## src/rtl/bus_arbiter.sv

```systemverilog
// Round-robin bus arbiter with a registered one-hot grant. Define ARB_PREEMPT_EN to
// enable MAX_HOLD-based preemption of unlocked owners.
module bus_arbiter #(
  parameter int unsigned NUM_REQ  = 4,
  parameter int unsigned ID_W     = 2,
  parameter int unsigned MAX_HOLD = 8
) (
  input  logic               clk,
  input  logic               reset,
  input  logic [NUM_REQ-1:0] req,
  input  logic [NUM_REQ-1:0] lock,
  output logic [NUM_REQ-1:0] grant,
  output logic               grant_valid,
  output logic [ID_W-1:0]    grant_id,
  output logic               preempt
);

  typedef enum logic [0:0] {StIdle, StOwned} state_e;

  state_e               state_q, state_d;
  logic [NUM_REQ-1:0]   grant_q, grant_d;
  logic                 grant_valid_q, grant_valid_d;
  logic [ID_W-1:0]      grant_id_q, grant_id_d;
  logic                 preempt_q, preempt_d;
  logic [ID_W-1:0]      rr_ptr_q, rr_ptr_d;
  logic [7:0]           hold_cnt_q, hold_cnt_d;

  logic [NUM_REQ-1:0]   cand;
  logic                 lo_found, hi_found;
  logic [ID_W-1:0]      lo_idx, hi_idx, pick_idx, pick_next;
  logic [NUM_REQ-1:0]   lo_oh, hi_oh, pick_oh;
  logic                 owner_req;
  logic                 preempt_now;

  // The current owner never competes, so a release or preemption hands off to someone else.
  assign cand      = req & ~grant_q;
  assign owner_req = |(req & grant_q);

  // Scan downwards so the last hit is the lowest index; hi_* only counts hits at or above rr_ptr.
  always_comb begin
    lo_found = 1'b0;
    hi_found = 1'b0;
    lo_idx   = '0;
    hi_idx   = '0;
    lo_oh    = '0;
    hi_oh    = '0;
    for (int i = int'(NUM_REQ) - 1; i >= 0; i--) begin
      if (cand[i]) begin
        lo_found = 1'b1;
        lo_idx   = ID_W'(i);
        lo_oh    = '0;
        lo_oh[i] = 1'b1;
        if (i >= int'(rr_ptr_q)) begin
          hi_found = 1'b1;
          hi_idx   = ID_W'(i);
          hi_oh    = '0;
          hi_oh[i] = 1'b1;
        end
      end
    end
    pick_idx = hi_found ? hi_idx : lo_idx;
    pick_oh  = hi_found ? hi_oh : lo_oh;
    if (32'(pick_idx) == NUM_REQ - 1) begin
      pick_next = '0;
    end else begin
      pick_next = pick_idx + 1'b1;
    end
  end

`ifdef ARB_PREEMPT_EN
  assign preempt_now = (hold_cnt_q == 8'(MAX_HOLD)) && !(|(lock & grant_q)) && lo_found;
`else
  logic unused_preempt_cfg;
  assign unused_preempt_cfg = ^{lock, 8'(MAX_HOLD)};
  assign preempt_now        = 1'b0;
`endif

  always_comb begin
    state_d       = state_q;
    grant_d       = grant_q;
    grant_valid_d = grant_valid_q;
    grant_id_d    = grant_id_q;
    rr_ptr_d      = rr_ptr_q;
    hold_cnt_d    = hold_cnt_q;
    preempt_d     = 1'b0;
    unique case (state_q)
      StIdle: begin
        if (lo_found) begin
          state_d       = StOwned;
          grant_d       = pick_oh;
          grant_valid_d = 1'b1;
          grant_id_d    = pick_idx;
          rr_ptr_d      = pick_next;
          hold_cnt_d    = 8'd1;
        end
      end
      StOwned: begin
        if (!owner_req || preempt_now) begin
          if (lo_found) begin
            grant_d       = pick_oh;
            grant_valid_d = 1'b1;
            grant_id_d    = pick_idx;
            rr_ptr_d      = pick_next;
            hold_cnt_d    = 8'd1;
            preempt_d     = owner_req;
          end else begin
            state_d       = StIdle;
            grant_d       = '0;
            grant_valid_d = 1'b0;
            grant_id_d    = '0;
            hold_cnt_d    = '0;
          end
        end else if (hold_cnt_q != 8'hff) begin
          hold_cnt_d = hold_cnt_q + 8'd1;
        end
      end
      default: state_d = StIdle;
    endcase
  end

  always_ff @(posedge clk) begin
    if (reset) begin
      state_q       <= StIdle;
      grant_q       <= '0;
      grant_valid_q <= 1'b0;
      grant_id_q    <= '0;
      preempt_q     <= 1'b0;
      rr_ptr_q      <= '0;
      hold_cnt_q    <= '0;
    end else begin
      state_q       <= state_d;
      grant_q       <= grant_d;
      grant_valid_q <= grant_valid_d;
      grant_id_q    <= grant_id_d;
      preempt_q     <= preempt_d;
      rr_ptr_q      <= rr_ptr_d;
      hold_cnt_q    <= hold_cnt_d;
    end
  end

  assign grant       = grant_q;
  assign grant_valid = grant_valid_q;
  assign grant_id    = grant_id_q;
  assign preempt     = preempt_q;

endmodule
```

## config.mk

```make
export PLATFORM = sky130hd
export DESIGN_NAME = bus_arbiter
export DESIGN_NICKNAME = d
export VERILOG_FILES = /design/src/rtl/bus_arbiter.sv
export SDC_FILE = /design/constraint.sdc
export NUM_CORES = 1
export LEC_CHECK = 0
export BUFFER_PORTS_ARGS = -buffer_cell sky130_fd_sc_hd__buf_4
export CAP_MARGIN = 30
export CORE_MARGIN = 2
export CORE_UTILIZATION = 49
export DETAILED_ROUTE_END_ITERATION = 8
export PLACE_DENSITY_LB_ADDON = 0.15
export SYNTH_ARGS = -nofsm -noshare
export SYNTH_HDL_FRONTEND = slang
export SYNTH_SLANG_ARGS = --single-unit
export TNS_END_PERCENT = 50
```

## constraint.sdc

```tcl
create_clock -name clk -period 1.7 [get_ports clk]
set_input_delay 0.085 -clock clk [delete_from_list [all_inputs] [get_ports clk]]
set_output_delay 0.085 -clock clk [all_outputs]
set_load 0.05 [all_outputs]
```

==> metrics.txt, run 1 <==
placed inst area=744 um2; wire per inst=13.9 um; Syn Nets=93; Final ANT Viol Nets=0; Max VDD drop=829 uV; Reg power frac=0.346; CP max FO=9; Synth Area per Inst=7.85 um2; internal power=524 uW; Fin Setup TNS=0 ns; Clock Tree Buf Depth=2; total core area=1270 um2; Clock Power Share=0.169; register bit total from synthesis=10; Yosys warning count=0; Ant. Diodes=0; area delta synth->final=17.7%; HP Class=primary input to register; Die X=40.5 um; critical path class=register to register; Gate power share=0.485; First-pass DRT Iterations=4; drt drc=0; Setup Slack @ Placement=0.220 ns; Design Area, Final=767 um2; Startpoint Class=register; Sw Pwr=379 uW; Slew Viols, Final=0; initial antenna violation count=0; critical path endpoint category=register; Vias=652; final worst-path cycle share=0.889; GRT Overall Usage=0.216; final core utilization=0.605; Detailed Route Iter0 Violations=11; clock skew=0.00275 ns; synth unique cells=36; mapped cell area=652 um2; Initial Utilization=0.514; CTS Sinks=10; DR vias/cell=5.93; Setup-failing EPs final=0; die area=1640 um2; Leak=0.326 nW; RSZ-0062 raised after global routing=false; DP Cell Count=107; Hold Buf Count CTS=0; routability cong.=0.775; commonest cells after routing, fill and taps aside=15 x buf_4, 11 x a21oi_1, 10 x dfxtp_1; Die Ht=40.5 um; status=finished clean; sequential element share of the synthesized area=0.307; Critical Path RT=1.84 ns; Cell Pwr Density=1180 nW/um2; minimum clock period=1.51 ns; vias in the first global route=546; post-CTS sizing=0; Worst EP arrival=1.66 ns; CTS tree=built; I/O pins=18; grt ovf=0; CTS H-Tree Depth=1; drt total wl=1530 um; CTS buffer count=3; Clock transition at path regs=0.06 ns; Fin. Hold Viols=0; clock latency on the worst-skew pair=0.25 ns; FP Rows=13; first-pass GRT wire length=2370 um; Gate Count Post-Synth=83; # nets final=107; Setup Fix Bufs, Post-CTS=0; commonest non-fill, non-tap cell in the layout=buf_4; Layout Cells excl Fill=110; max cap viols=0; root buf cell=clkbuf_4; final worst setup slack=0.189 ns; share of cells above drive strength 1=0.253; FMAX=0.662 GHz; pin count of the biggest net entering global routing=14; Port Buffer Count=12; Switching Fraction=0.419; detailed placer's ending HPWL=1160 um
## worst max-delay path, cell delays in order (launching register included)
cell and delay (ns):
dfxtp_1 0.38, nand2b_1 0.31, and4_4 0.31, nor2_4 0.04, and4_4 0.16, a32o_1 0.20
## synthesized netlist by cell type
| cell type | n | area share |
|---|---|---|
| nand2_1 | 7 | 0.040 |
| buf_4 | 2 | 0.023 |
| and2_1 | 2 | 0.019 |
| dfxtp_1 | 10 | 0.31 |
| a31oi_1 | 1 | 0.0096 |
| clkbuf_1 | 1 | 0.0058 |
| a22o_1 | 2 | 0.027 |
| a2bb2oi_1 | 2 | 0.027 |
| o21ai_2 | 1 | 0.013 |
| and4_4 | 2 | 0.035 |
| o21ai_0 | 3 | 0.023 |
| nor2_1 | 6 | 0.035 |
| inv_1 | 2 | 0.012 |
| a211oi_2 | 1 | 0.019 |
| o22ai_1 | 2 | 0.019 |
| buf_6 | 1 | 0.017 |
| o21a_1 | 2 | 0.023 |
| nand3_1 | 3 | 0.023 |
| o41ai_1 | 1 | 0.013 |
| o21ai_1 | 2 | 0.015 |
| a32oi_1 | 1 | 0.013 |
| and2b_1 | 1 | 0.012 |
| or2b_4 | 1 | 0.017 |
| nor2_4 | 1 | 0.017 |
| or3b_1 | 1 | 0.013 |
| nor2b_1 | 2 | 0.019 |
| conb_1 | 1 | 0.0058 |
| nand4_1 | 1 | 0.0096 |
| a21o_1 | 1 | 0.012 |
| buf_1 | 1 | 0.0058 |
| a211oi_1 | 2 | 0.023 |
| nor4_1 | 1 | 0.0096 |
| a32o_1 | 1 | 0.015 |
| nand2b_1 | 3 | 0.029 |
| buf_2 | 1 | 0.0077 |
| a21oi_1 | 11 | 0.084 |
## power groups by stage
stage | clock [mW] | combinational [mW] | sequential [mW]
2_1_floorplan | 0 | 0.254 | 0.391
4_1_cts | 0.151 | 0.436 | 0.311
6_report | 0.153 | 0.438 | 0.312
5_1_grt | 0.158 | 0.473 | 0.319
3_5_place_dp | 0 | 0.435 | 0.316
3_3_place_gp | 0 | 0.429 | 0.313
## registers in the layout, summed over array words and instances (netlist names)
register / cells
grant_id: 2
state_q: 1
rr_ptr_q: 2
grant: 4
grant_valid: 1
## through the flow
step | power [mW] | hold WS, ns
2_1_floorplan | 0.645 | 0.389
3_3_place_gp | 0.742 | 0.323
3_5_place_dp | 0.751 | 0.326
4_1_cts | 0.899 | 0.0632
5_1_grt | 0.950 | 0.0739
6_report | 0.903 | 0.0685
## layer usage
| layer | vias to the layer above | track usage | wire length (um) |
|---|---|---|---|
| met2 | 8 | 0.349 | 745 |
| li1 | 326 | - | - |
| met5 | - | 0 | 0 |
| met4 | 0 | 0.0750 | 15 |
| met1 | 316 | 0.294 | 729 |
| met3 | 2 | 0.0222 | 34 |
## area by class of cell
class	instances	area, um2
Multi-Input combinational cell	65	405
Clock buffer	3	22.5
Sequential cell	10	200
Fill cell	116	502
Inverter	2	7.51
Tap cell	15	18.8
Timing Repair Buffer	15	113
## final timing paths
kind                    start           to  slack (ns)  cells past startpoint
setup / recovery     grant[2]     grant[1]        0.19                      5
hold / removal          reset  rr_ptr_q[0]        0.07                      2
setup reg to reg     grant[2]     grant[1]        0.19                      5
hold reg to reg   grant_valid  grant_valid        0.47                      2
## logic make-up (layout without fill, tap and decap cells)
group,count (synthesis),after routing,share of synthesized area
simple gates,31,31,0.278
buf+inv,8,20,0.0710
flops,10,10,0.307
compound gates,33,33,0.338
other cells,1,1,0.00575
Note: power is estimated with default switching activity, not from simulation.
==> run 2: changes to the inputs <==
CORE_AREA = 10 10 47 49   (was not set)
CORE_MARGIN = not set   (was 2)
CORE_UTILIZATION = not set   (was 49)
DIE_AREA = 0 0 57 59   (was not set)
clock period = 1.8 ns   (was 1.7 ns; I/O delays follow)
==> run 2 against run 1 <==
Final cell count unchanged; largest cell class unchanged; power decreased by 6.3%; highest routed layer unchanged; die area increased by 110%; largest power group unchanged.
==> metrics.txt, run 2 (synthesis results as in run 1) <==
critical path endpoint category=register (unchanged); Die Ht=59 um (was 40.5 um); Fin. Hold Viols=0 (unchanged); Hold Buf Count CTS=0 (unchanged); Critical Path RT=2.01 ns (was 1.84 ns); Layout Cells excl Fill=110 (unchanged); vias in the first global route=594 (was 546); CP max stage delay=0.38 ns (about the same); # nets final=106 (was 107); Switching Fraction=0.420 (was 0.419); pin count of the biggest net entering global routing=14 (unchanged); Detailed Route Iter0 Violations=11 (unchanged); RSZ-0062 raised after global routing=false (unchanged); Design Area, Final=761 um2 (was 767 um2); HP Class=primary input to register (unchanged); Fin Setup TNS=0 ns (unchanged); Final ANT Viol Nets=0 (unchanged); Reg power frac=0.345 (was 0.346); placed inst area=738 um2 (was 744 um2); area delta synth->final=16.7% (was 17.7%); Ant. Diodes=0 (unchanged); RR Startpoint=grant[2] (unchanged); Vias=640 (was 652); max FFs per register=4 (unchanged); GRT Overall Usage=0.0910 (was 0.216); critical path class=register to register (unchanged); crit-path cells=nand2b_1 > nand4_1 > o21ai_1 > and2_1 > o21a_1 (was nand2b_1 > and4_4 > nor2_4 > and4_4 > a32o_1); share of cells above drive strength 1=0.245 (was 0.253); FMAX=0.643 GHz (was 0.662 GHz); CTS H-Tree Depth=1 (unchanged); DP Cell Count=107 (unchanged); CTS Sinks=10 (unchanged); drt total wl=1510 um (was 1530 um); first-pass GRT wire length=2540 um (was 2370 um); Clock Tree Buf Depth=2 (unchanged); minimum clock period=1.56 ns (was 1.51 ns); hold depth=2 (unchanged); DR vias/cell=5.82 (was 5.93); First-pass DRT Iterations=4 (unchanged); clock skew=0.00139 ns (was 0.00275 ns); die area=3360 um2 (was 1640 um2); FP Rows=14 (was 13); Startpoint Class=register (unchanged); Clock transition at path regs=0.06 ns (about the same); commonest cells after routing, fill and taps aside=14 x buf_4, 11 x a21oi_1, 10 x dfxtp_1 (was 15 x buf_4, 11 x a21oi_1, 10 x dfxtp_1); CP max FO=9 (unchanged); initial antenna violation count=0 (unchanged); commonest non-fill, non-tap cell in the layout=buf_4 (unchanged); Leak=0.321 nW (was 0.326 nW); Initial Utilization=0.465 (was 0.514); clock latency on the worst-skew pair=0.26 ns (was 0.25 ns); Clock Power Share=0.174 (was 0.169); status=finished clean (unchanged); Die X=57 um (was 40.5 um); Reg2Reg Capture Point=grant_id[0] (was grant[1]); post-CTS sizing=0 (unchanged); grt ovf=0 (unchanged); CTS buffer count=3 (unchanged); total power=846 uW (was 903 uW); final core utilization=0.543 (was 0.605); Setup Fix Bufs, Post-CTS=0 (unchanged); internal power=491 uW (was 524 uW); total core area=1400 um2 (was 1270 um2); r2r setup slk=0.24 ns (was 0.19 ns); Gate power share=0.481 (was 0.485); R2R cell count=5 (unchanged); Sw Pwr=355 uW (was 379 uW); Port Buffer Count=12 (unchanged); slowest CP cell=dfxtp_1 (unchanged); Setup-failing EPs final=0 (unchanged); Slew Viols, Final=0 (unchanged); root buf cell=clkbuf_4 (unchanged); Filler Cell Count=153 (was 116); drt drc=0 (unchanged); CTS tree=built (unchanged); routability cong.=0.823 (was 0.775); hold path endpoint=rr_ptr_q[0] (unchanged); wire per inst=13.7 um (was 13.9 um); Max VDD drop=696 uV (was 829 uV); Cell Pwr Density=1110 nW/um2 (was 1180 nW/um2); I/O pins=18 (unchanged); max cap viols=0 (unchanged); detailed placer's ending HPWL=1150 um (was 1160 um); final worst-path cycle share=0.865 (was 0.889); Worst EP arrival=1.77 ns (was 1.66 ns); hold_sp=reset (unchanged)
[run 2: changes by cell type in the layout (fill, tap and decap cells not counted), sizes merged]
cell,change
buf,-1
[run 2: final cells by class]
type	count	area, um2	share of cell area
multi-input combinational	65	405	0.533
sequential	10	200	0.263
timing repair buffer	14	105	0.138
clock buffer	3	22.5	0.0296
tap	16	20.0	0.0263
inverter	2	7.51	0.00987
[run 2: how the worst max path moves through the flow]
stage	from	to	depth (start not counted)
global placement	grant[2]	grant_id[0]	5
global route	grant[3]	grant[0]	5
finish	grant[2]	grant_id[0]	5
CTS	grant[2]	grant_id[0]	5
detailed placement	grant[2]	grant_id[0]	5
floorplan	grant[2]	grant[1]	6
[run 2: power by group through the flow]
stage / Sequential [mW] / Clock (mW) / Combinational, mW
after floorplan: 0.370 / 0 / 0.240
after global placement: 0.295 / 0 / 0.404
after detailed placement: 0.297 / 0 / 0.403
after CTS: 0.292 / 0.155 / 0.405
after global routing: 0.296 / 0.165 / 0.441
final: 0.292 / 0.147 / 0.407
[run 2: worst max-delay path, delay by kind of cell, from the launching register on]
family             cells  cell delay, ns
AOI/OAI and AO/OA      2            0.47
DFF                    1            0.38
and+or+nand+nor        3            0.66
[run 2: stage by stage]
step                hold WS (ns)  setup slack (ns)
floorplan                  0.394             0.138
global placement           0.328             0.243
CTS                       0.0455             0.250
detailed placement         0.330             0.254
global route              0.0612            0.0513
finish                    0.0585             0.244
[run 2: per-layer routing]
layer  part of all wire  routed length, um  GRT usage
met1               0.49                745      0.103
met2               0.46                690      0.149
met3              0.026                 39     0.0150
met4              0.020                 30     0.0705
met5                  0                  0          0
==> run 3: changes to the inputs <==
ABC_AREA = 1   (was not set)
==> run 3 against run 2 <==
Setup slack better by 0.25 ns; synthesized cell count grew 11%; combinational power is 9.3% higher; sequential cell count did not move; critical path depth increased by 4; sequential share of layout area rose by 1.8 points.
==> metrics.txt, run 3 <==
status=finished clean (unchanged); Startpoint Class=register (unchanged); wire per inst=10.4 um (was 13.7 um); Fin Setup TNS=0 ns (unchanged); Synth area leader=dfxtp_1 (unchanged); initial antenna violation count=0 (unchanged); CTS tree=built (unchanged); drt drc=0 (unchanged); Gate Count Post-Synth=92 (was 83); top post-synthesis cells by count=25 x nand2_1, 10 x dfxtp_1, 10 x inv_1 (was 11 x a21oi_1, 10 x dfxtp_1, 7 x nand2_1); final hold slack=0.0671 ns (was 0.0585 ns); synth unique cells=19 (was 36); CP max FO=4 (was 9); Design Area, Final=712 um2 (was 761 um2); mapped cell area=591 um2 (was 652 um2); RR Startpoint=grant[1] (was grant[2]); Clock Power Share=0.157 (was 0.174); Final ANT Viol Nets=0 (unchanged); internal power=491 uW (about the same); sequential element share of the synthesized area=0.339 (was 0.307); cell family with most CP delay=simple AND/OR/NAND/NOR gates (unchanged); Setup-failing EPs final=0 (unchanged); FMAX=0.768 GHz (was 0.643 GHz); FFs w/ async S/R, synth=0 (unchanged); Leak=0.373 nW (was 0.321 nW); area delta synth->final=20.6% (was 16.7%); R2R cell count=9 (was 5); Clock transition at path regs=0.06 ns (about the same); Detailed Route Iter0 Violations=11 (unchanged); Gate power share=0.495 (was 0.481); crit-path cells=inv_1 > nand3b_1 > nand2_1 > nor2_2 > nand2_1 > nand3_1 > nand3_1 > nand2_1 > inv_1 (was nand2b_1 > nand4_1 > o21ai_1 > and2_1 > o21a_1); DR vias/cell=4.55 (was 5.82); Port Buffer Count=12 (unchanged); post-CTS sizing=0 (unchanged); Sw Pwr=408 uW (was 355 uW); slowest CP cell=dfxtp_1 (unchanged); Syn Nets=102 (was 93); detailed placer's ending HPWL=1070 um (was 1150 um); RSZ-0062 raised after global routing=false (unchanged); Die Ht=59 um (unchanged); routability cong.=0.815 (was 0.823); Filler Cell Count=152 (was 153); Synth area leaders=dfxtp_1 34%, nand2_1 16%, a21oi_1 7.6% (was dfxtp_1 31%, a21oi_1 8.4%, nand2_1 4.0%); Ant. Diodes=0 (unchanged); Worst EP arrival=1.46 ns (was 1.77 ns); max cap viols=0 (unchanged); Switching Fraction=0.454 (was 0.420); CTS H-Tree Depth=1 (unchanged); drt total wl=1260 um (was 1510 um); final worst setup slack=0.498 ns (was 0.244 ns); Reg power frac=0.348 (was 0.345); Cell Pwr Density=1260 nW/um2 (was 1110 nW/um2); clock latency on the worst-skew pair=0.25 ns (was 0.26 ns); HP Class=primary input to register (unchanged); CTS Sinks=10 (unchanged); minimum clock period=1.30 ns (was 1.56 ns); # nets final=117 (was 106); Critical Path RT=1.96 ns (was 2.01 ns); Initial Utilization=0.421 (was 0.465); commonest non-fill, non-tap cell in the layout=nand2_1 (was buf_4); first-pass GRT wire length=2150 um (was 2540 um); share of the synthesized area in the top cell type=0.339 (was 0.307); Setup Fix Bufs, Post-CTS=0 (unchanged); Critical Path Stages=9 (was 5); most frequent cell after synthesis=nand2_1 (was a21oi_1); register bit total from synthesis=10 (unchanged); GRT Overall Usage=0.0773 (was 0.0910); CP max stage delay=0.39 ns (was 0.38 ns); Clock Tree Buf Depth=2 (unchanged); critical path class=register to register (unchanged); Die X=57 um (unchanged); First-pass DRT Iterations=4 (unchanged); CP Launch Point=grant[1] (was grant[2]); commonest cells after routing, fill and taps aside=25 x nand2_1, 12 x buf_4, 10 x inv_1, 10 x dfxtp_1, 9 x a21oi_1 (was 14 x buf_4, 11 x a21oi_1, 10 x dfxtp_1); CTS buffer count=3 (unchanged); r2r setup slk=0.50 ns (was 0.24 ns); clock skew=0.000717 ns (was 0.00139 ns); die area=3360 um2 (unchanged); most frequent CP cell=nand2_1; Fin. Hold Viols=0 (unchanged); share of cells above drive strength 1=0.305 (was 0.245); Setup Slack @ Placement=0.523 ns (was 0.254 ns); max FFs per register=4 (unchanged); vias in the first global route=520 (was 594); Main synth FF type=dfxtp_1 (unchanged); Synth Area per Inst=6.42 um2 (was 7.85 um2); pin count of the biggest net entering global routing=10 (was 14); Reg2Reg Capture Point=rr_ptr_q[1] (was grant_id[0]); final worst-path cycle share=0.723 (was 0.865); total core area=1400 um2 (unchanged); Slew Viols, Final=0 (unchanged); root buf cell=clkbuf_4 (unchanged); Vias=550 (was 640); CP bufs+invs=2 (was 0); Post-synth EDFFs=0 (unchanged); grt ovf=0 (unchanged); Max VDD drop=527 uV (was 696 uV); placed inst area=689 um2 (was 738 um2); Yosys warning count=0 (unchanged); Hold Buf Count CTS=0 (unchanged); I/O pins=18 (unchanged); end of the critical path=rr_ptr_q[1] (was grant_id[0]); FP Rows=14 (unchanged); critical path endpoint category=register (unchanged)
## run 3: cell types whose count changed after synthesis, moves of 3 or more
cell / delta
inv_1: +8
nand2_2: +6
inv_2: +4
nand2_1: +18
nand3_1: +3
nand2b_1: -3
nor2_2: +3
## run 3: kinds of logic (layout without fill, tap and decap cells)
kind of cell / after synthesis / in the layout / synth area share
other cells: 1 / 1 / 0.00635
flops: 10 / 10 / 0.339
simple gates: 51 / 51 / 0.428
compound gates: 13 / 13 / 0.110
buf+inv: 17 / 30 / 0.117
## run 3: cell type report
cell class	instances	area, um2	share of cell area
tap	16	20.0	0.0281
multi-input combinational	65	322	0.452
inverter	15	57.6	0.0808
sequential	10	200	0.281
clock buffer	3	22.5	0.0316
timing repair buffer	12	90.1	0.127
## run 3: power groups by stage
stage	clock network (mW)	logic (mW)	registers, mW
floorplan	0	0.232	0.421
global placement	0	0.447	0.316
detailed placement	0	0.449	0.317
CTS	0.151	0.451	0.312
global route	0.159	0.494	0.320
finish	0.141	0.445	0.313
## run 3: worst min path at each step
stage,cells past startpoint,to,slack [ns],from
CTS,2,grant_id[1],0.06,reset
detailed placement,2,grant[2],0.34,reset
finish,2,grant_id[0],0.07,reset
global placement,2,state_q,0.33,reset
floorplan,4,grant[0],0.33,req[0]
global route,2,grant_id[1],0.07,reset
## run 3: per-layer routing
metal,track usage,up-vias,part of all wire
met4,0.0503,0,0
met1,0.0938,229,0.51
met5,0,-,0
met3,0.0215,0,0.052
li1,-,311,-
met2,0.116,10,0.43
## run 3: metrics by stage
| stage | utilization | std cells | power, mW |
|---|---|---|---|
| 2_1_floorplan | - | 92 | 0.653 |
| 3_3_place_gp | 0.492 | 118 | 0.763 |
| 3_5_place_dp | 0.492 | 118 | 0.766 |
| 4_1_cts | 0.508 | 121 | 0.914 |
| 5_1_grt | 0.508 | 121 | 0.973 |
| 6_report | 0.508 | 121 | 0.899 |
